[config.mk]
export PLATFORM = sky130hd
export DESIGN_NAME = wb_arbiter_2to1
export DESIGN_NICKNAME = d
export VERILOG_FILES = /design/src/rtl/wb_arbiter_2to1.sv
export SDC_FILE = /design/constraint.sdc
export NUM_CORES = 1
export LEC_CHECK = 0
export ABC_AREA = 0
export CORE_AREA = 2 2 124 126
export CTS_CLUSTER_SIZE = 28
export DETAILED_ROUTE_END_ITERATION = 8
export DIE_AREA = 0 0 126 128
export GPL_ROUTABILITY_DRIVEN = 0
export PLACE_DENSITY = 0.62
export SYNTH_ARGS = -nofsm -noshare
export SYNTH_HDL_FRONTEND = slang
export SYNTH_SLANG_ARGS = --single-unit
[constraint.sdc]
create_clock -name clk_i -period 3.3 [get_ports clk_i]
set_input_delay 0.66 -clock clk_i [delete_from_list [all_inputs] [get_ports clk_i]]
set_output_delay 0.66 -clock clk_i [all_outputs]
set_load 0.02 [all_outputs]
[src/rtl/wb_arbiter_2to1.sv]
// wb_arbiter_2to1
// Shares one pipelined Wishbone B4 slave (BRAM) between an instruction-fetch
// master (m0) and a load/store master (m1). A grant lasts for the whole CYC
// of the winning master, simultaneous requests alternate round-robin, and
// an outstanding-request counter throttles the owner so that at most
// MAX_OUTSTANDING accepted strobes are waiting for their ACK.
// Dropping CYC aborts the cycle: the counter is cleared and any ACK that
// arrives afterwards (while IDLE) is swallowed, never reaching a master.
module wb_arbiter_2to1 #(
    parameter int MAX_OUTSTANDING = 2
) (
    input  logic        clk_i,
    input  logic        rst_ni,

    input  logic [31:0] m0_adr_i,
    input  logic [31:0] m0_dat_i,
    output logic [31:0] m0_dat_o,
    input  logic        m0_we_i,
    input  logic [3:0]  m0_sel_i,
    input  logic        m0_stb_i,
    input  logic        m0_cyc_i,
    output logic        m0_ack_o,
    output logic        m0_stall_o,

    input  logic [31:0] m1_adr_i,
    input  logic [31:0] m1_dat_i,
    output logic [31:0] m1_dat_o,
    input  logic        m1_we_i,
    input  logic [3:0]  m1_sel_i,
    input  logic        m1_stb_i,
    input  logic        m1_cyc_i,
    output logic        m1_ack_o,
    output logic        m1_stall_o,

    output logic [31:0] s_adr_o,
    output logic [31:0] s_dat_o,
    input  logic [31:0] s_dat_i,
    output logic        s_we_o,
    output logic [3:0]  s_sel_o,
    output logic        s_stb_o,
    output logic        s_cyc_o,
    input  logic        s_ack_i,
    input  logic        s_stall_i
);

    localparam int CNT_W = $clog2(MAX_OUTSTANDING + 1);
    localparam logic [CNT_W-1:0] CNT_MAX = CNT_W'(MAX_OUTSTANDING);

    typedef enum logic [1:0] {
        IDLE   = 2'd0,
        GRANT0 = 2'd1,
        GRANT1 = 2'd2
    } state_t;

    state_t           state_q, state_d;
    logic             last_q, last_d;
    logic [CNT_W-1:0] cnt_q, cnt_d;

    logic             full;
    logic             acc;
    logic             dec;
    logic [CNT_W-1:0] cnt_upd;

    // Owner may not issue another strobe while the pipeline holds the
    // maximum number of unacknowledged requests.
    assign full = (cnt_q == CNT_MAX);

    // A request is taken by the slave when strobed and not stalled.
    assign acc = s_stb_o & ~s_stall_i;

    // ACKs with nothing outstanding are ignored so the counter never wraps.
    assign dec = s_ack_i & (cnt_q != '0);

    // Read data is broadcast; each master qualifies it with its own ACK.
    assign m0_dat_o = s_dat_i;
    assign m1_dat_o = s_dat_i;

    // Outstanding count after this cycle's accept and ack; both together cancel.
    always_comb begin
        cnt_upd = cnt_q;
        unique case ({acc, dec})
            2'b10:   cnt_upd = cnt_q + CNT_W'(1);
            2'b01:   cnt_upd = cnt_q - CNT_W'(1);
            default: cnt_upd = cnt_q;
        endcase
    end

    // State, round-robin pointer and outstanding counter registers.
    always_ff @(posedge clk_i or negedge rst_ni) begin
        if (!rst_ni) begin
            state_q <= IDLE;
            last_q  <= 1'b1;
            cnt_q   <= '0;
        end else begin
            state_q <= state_d;
            last_q  <= last_d;
            cnt_q   <= cnt_d;
        end
    end

    // Next-state: arbitrate from IDLE, hold grant until the owner drops CYC.
    always_comb begin
        state_d = state_q;
        last_d  = last_q;
        cnt_d   = cnt_q;
        unique case (state_q)
            IDLE: begin
                cnt_d = '0;
                if (m0_cyc_i && m1_cyc_i) begin
                    // last_q names the previous winner, so the other one goes now
                    state_d = last_q ? GRANT0 : GRANT1;
                end else if (m0_cyc_i) begin
                    state_d = GRANT0;
                end else if (m1_cyc_i) begin
                    state_d = GRANT1;
                end
            end
            GRANT0: begin
                if (!m0_cyc_i) begin
                    state_d = IDLE;
                    last_d  = 1'b0;
                    cnt_d   = '0;
                end else begin
                    cnt_d = cnt_upd;
                end
            end
            GRANT1: begin
                if (!m1_cyc_i) begin
                    state_d = IDLE;
                    last_d  = 1'b1;
                    cnt_d   = '0;
                end else begin
                    cnt_d = cnt_upd;
                end
            end
            default: begin
                state_d = IDLE;
                cnt_d   = '0;
            end
        endcase
    end

    // Bus steering: connect the owner to the slave, park everyone else.
    always_comb begin
        s_adr_o    = '0;
        s_dat_o    = '0;
        s_we_o     = 1'b0;
        s_sel_o    = '0;
        s_stb_o    = 1'b0;
        s_cyc_o    = 1'b0;
        m0_ack_o   = 1'b0;
        m1_ack_o   = 1'b0;
        m0_stall_o = 1'b1;
        m1_stall_o = 1'b1;
        unique case (state_q)
            GRANT0: begin
                s_adr_o    = m0_adr_i;
                s_dat_o    = m0_dat_i;
                s_we_o     = m0_we_i;
                s_sel_o    = m0_sel_i;
                s_cyc_o    = m0_cyc_i;
                s_stb_o    = m0_cyc_i & m0_stb_i & ~full;
                m0_ack_o   = s_ack_i;
                m0_stall_o = s_stall_i | full;
            end
            GRANT1: begin
                s_adr_o    = m1_adr_i;
                s_dat_o    = m1_dat_i;
                s_we_o     = m1_we_i;
                s_sel_o    = m1_sel_i;
                s_cyc_o    = m1_cyc_i;
                s_stb_o    = m1_cyc_i & m1_stb_i & ~full;
                m1_ack_o   = s_ack_i;
                m1_stall_o = s_stall_i | full;
            end
            default: begin
                // IDLE: late ACKs are dropped here, both masters held off
                s_cyc_o = 1'b0;
            end
        endcase
    end

endmodule

# ---- Yosys cells after proc, flatten, opt, wreduce, memory -nomap -nowiden
# Index checks and enable logic that the tools add are counted.
dict set report classes {
  add_sub_neg 2
  n_eq_ne 8
  mux 24
  bitwise_logic 9
  reduce_logical 6
}
# cell count
set op_table {}
lappend op_table {{one-hot mux 32 bit (2 select lines)} 2}
lappend op_table {{two-way mux 2 bit} 8}
lappend op_table {{one-hot mux 1 bit (2 select lines)} 4}
lappend op_table {{one-hot mux 2 bit (2 select lines)} 2}
lappend op_table {{one-hot mux 4 bit (2 select lines)} 1}
lappend op_table {{bitwise AND 1 bit} 6}
lappend op_table {{equality test 2 bit, second input constant} 3}
lappend op_table {{two-way mux 1 bit} 6}
lappend op_table {{one-hot mux 2 bit (3 select lines)} 1}
lappend op_table {{AND reduction 3 bit} 2}
lappend op_table {{equality test 2 x 1 -> 1 bit, second input constant} 2}
lappend op_table {{!= test 2 bit, second input constant} 2}
lappend op_table {{!= test 4 bit, second input constant} 1}
lappend op_table {{nonzero test 2 bit} 2}
lappend op_table {{adder 2 x 1 -> 2 bit, second input constant} 1}
lappend op_table {{logical NOT 2 bit} 1}
lappend op_table {{inverter 1 bit} 2}
lappend op_table {{subtractor 2 x 1 -> 2 bit, second input constant} 1}
lappend op_table {{logical AND 1 bit} 1}
lappend op_table {{OR 1 bit} 1}
dict set report word_totals {
  reg_bits 5
  in_bits 178
  word_cells 52
}

# ---- Logic depth before layout (Yosys ltp)
dict set report logic_depth {
  word_depth 9
  ltp_mapped 10
}

# ---- Worst setup path before layout
# No wires, ideal clock.
dict set report synth_timing {
  path_kind {flip-flop to output port}
  startpoint {register state_q[0]}
  endpoint {output s_adr_o[10]}
  t_arrival_ns 1.503
  required_time_ns 2.640
  slack_ns 1.137
  path_stages_with_launch 7
  cell_sequence {dfrtp_1 inv_1 ha_1 buf_2 clkbuf_1 a22oi_1 nor2b_1}
}
dict set report synth_via {
  elab_chain_len 2
  word_cells_on_any_way 3
  classes_between {eq/ne (2); mux (1)}
}
# item line_no
set synth_rtl {}
lappend synth_rtl {{start, declared} 55} ;# state_t state_q, state_d;
lappend synth_rtl {{start signal, assigned} 95} ;# state_q <= state_d;
lappend synth_rtl {{equality test 2 bit / equality test 2 x 1 -> 1 bit (equally long branches)} 155} ;# unique case (state_q)
lappend synth_rtl {{one-hot mux 32 bit (2 select lines) (*)} 155}
lappend synth_rtl {{end, declared} 35} ;# output logic [31:0] s_adr_o,
# Every way passes the cells marked *; elsewhere a longest branch is shown, timed or not.

# ---- Worst setup path in the final report
dict set report layout_timing {
  startpoint {input m0_cyc_i}
  endpoint {output s_stb_o}
}
dict set report layout_via {
  elab_chain_len 3
}
# item line_no
set layout_rtl {}
lappend layout_rtl {{start, declared} 21} ;# input logic m0_cyc_i,
lappend layout_rtl {{bitwise AND 1 bit (2 in a row)} 162} ;# s_stb_o = m0_cyc_i & m0_stb_i & ~full;
lappend layout_rtl {{one-hot mux 1 bit (2 select lines)} 155}
lappend layout_rtl {{end, declared} 40} ;# output logic s_stb_o,
# No other way between the ends.

==> results <==
## per-layer routing
layer	global-route usage (%)	wire length, um
met1	9.56	2860
met3	3.13	949
met4	4.01	293
met2	15.1	3760
met5	0	0
## cell families after synthesis
kind of cell	after synthesis
xor+xnor	2
flops	5
buf+inv	92
fa+ha+maj	5
compound gates	80
simple gates	89
## how the worst max path moves through the flow
stage	startpoint	slack, ns	depth (start not counted)	to
finish	m0_cyc_i	0.29	5	s_stb_o
global placement	m0_cyc_i	0.33	5	s_cyc_o
global route	state_q[1]$_DFFE_PN0P_	0.13	7	s_cyc_o
floorplan	state_q[0]$_DFFE_PN0P_	1.14	6	s_adr_o[10]
detailed placement	m0_cyc_i	0.31	5	s_stb_o
CTS	state_q[1]$_DFFE_PN0P_	0.29	7	s_cyc_o
## power groups by stage
stage / sequential (uW) / combinational (uW) / clock (uW)
final: 97.8 / 2150 / 199
after global routing: 101 / 2320 / 210
after CTS: 97.8 / 2180 / 205
after detailed placement: 98.5 / 2160 / 0
after global placement: 97.6 / 2130 / 0
after floorplan: 94.1 / 1370 / 0
## critical path, stage by stage
cell and delay (ns):
clkdlybuf4s50_1 0.60, nand2_1 0.08, o21ai_0 0.21, and3b_1 0.19, clkdlybuf4s50_1 0.60
## final cells by class
type,instances,area (um2)
tap,188,235
fill,1615,10900
multi-input combinational,176,1210
inverter,4,15.0
clock buffer,4,78.8
sequential,5,126
timing repair buffer,225,2250
## sequential cells by signal, indices dropped and copies added (netlist names)
name and count:
cnt_q 2, last_q 1, state_q 2
## cell usage in the layout, fill, tap and decap left out, types with 2 or more instances in the layout
| cell type | Yosys | routed |
|---|---|---|
| nor2b_1 | 70 | 70 |
| inv_1 | 4 | 4 |
| nand3_1 | 4 | 4 |
| ha_1 | 5 | 2 |
| dfrtp_1 | 4 | 4 |
| and2_1 | 2 | 2 |
| o21ai_0 | 4 | 4 |
| clkbuf_16 | 0 | 3 |
| buf_4 | 64 | 4 |
| a22oi_1 | 69 | 69 |
| ha_2 | 0 | 3 |
| nor2_1 | 3 | 3 |
| a21oi_1 | 2 | 2 |
| clkdlybuf4s50_1 | 0 | 220 |
| nand2b_1 | 2 | 2 |
| nand2_1 | 5 | 5 |
## metrics by stage
stage | cells | setup WS, ns | util, %
2_1_floorplan | 273 | 1.14 | -
3_3_place_gp | 598 | 0.333 | 25.8
3_5_place_dp | 598 | 0.308 | 25.8
4_1_cts | 602 | 0.287 | 26.4
5_1_grt | 602 | 0.126 | 26.4
6_report | 602 | 0.293 | 26.4
==> impl_metrics.toml <==
[power]
power_switching_uw = 1130
p_seq_share_pct = 4.0
ir_drop_mv = 0.398
swShare_pct = 46.3
pwr-share-clk_pct = 8.1
power.density_mw_per_mm2 = 623
p_leak_uw = 0.00129
finalPower_uw = 2440
share_comb_of_total_power_pct = 87.9
p_int_uw = 1310

[routing]
remaining_drc_errors = 0
vias_per_cell = 4.08
drt-initial-drc-count = 112
wl_per_cell_um = 13.1
finalWirelength_um = 7860
dr.pass1.iters = 6
drtAntennaViolNets = 0
vias = 2454

[clock_network]
cts.sinks = 5
cts_hold_buf = 0
numCtsBuffers = 3
clock_latency_ns = 0.23
cts.clk_slew.worst_paths_ns = 0.03
clk_path_buf_depth = 2
cts-root-buf = "clkbuf_16"
cts_max_level = 1
cts_resized = 0
cts_tree = "built"
post-cts-setup-buffers = 0

[layout]
syn_to_final_growth_pct = 103
fin_nets = 598
layout-drive-gt1-share_pct = 3.14
n_antenna_cell = 0
final_area_mm2 = 0.00392

[global_route]
gr-usage-all-layers_pct = 8.72
grt_max_degree = 73
grt_pass1_vias = 2504
grt_first_pass_wirelength_um = 11800
antenna_found_initial = 0
grt_overflow = 0

[logic_synthesis]
yosysMostFrequentCell = "nor2b_1"
synth_simple_gate_area_share_pct = 27.8
synth-compound-area-share_pct = 30.6
ys.warnings.count = 0
async_flop_share_pct = 100
syn_inst = 273
muxShareOfSynthArea_pct = 0
netlist.area_leader.share_pct = 26.9
synth_edf_count = 0
synth-xor-area-share_pct = 0.909
synth_top_family_by_area = "buffers and inverters"
seq_area_frac_synth_pct = 6.55
ys_top_cells_by_count = "nor2b_1 (70), a22oi_1 (69), buf_4 (64)"
synth_area_mm2 = 0.00193
synth_ff_type = "dfrtp_1"
syn_nets = 456
yosys.area.top_type = "a22oi_1"
synth_seq_cells = 5
avgSynthCellArea_um2 = 7.06
yosys-top-cells-area = "a22oi_1 (27%), buf_4 (25%), nor2b_1 (23%)"
ys_types = 27
yosys.area_share.adder_pct = 3.24

[die]
start_util_pct = 13.0
ioPinCount = 317
die_w_um = 126
coreArea_mm2 = 0.0149
rows = 45
die_h_um = 128
fp.dieArea_mm2 = 0.0161

[min_path]
min-delay-path-class = "flip-flop to flip-flop"
min_from = "last_q$_DFFE_PN1P_"
hold_depth = 2
hold_end = "last_q$_DFFE_PN1P_"

[sta]
slew_violations = 0
tightestPinTransition_ns = 0.435
rsz0062_at_grt = "false"
skew_ns = 0.0000958
min_period_over_period_pct = 91.1
whs_ns = 0.540
fin_crit_ns = 3.01
final-setup-viol-count = 0
hold_viol_final = 0
max_slew_margin_pct = 71.0
max_freq_mhz = 333
tns_ns = 0

[critical_path]
required_ns = 2.64
r2r_slack_ns = 1.00
worstSetupEndpointType = "output pin"
r2r_end = "cnt_q[1]$_DFF_PN0_"
path_max_fanout = 7
cp.arrival_ns = 2.35
rr_startpoint = "state_q[0]$_DFFE_PN0P_"
path_class = "primary input to output pin"
r2r_cells = 9
worstSetupStartpointType = "primary input"

[placed_design]
io_buffers = 220
dp_hpwl_um = 6380
placed_area_mm2 = 0.00384

[run]
cap_violations = 0

[status]
outcome = "finished, final reports clean"
Power figures use the tool's default switching activity.
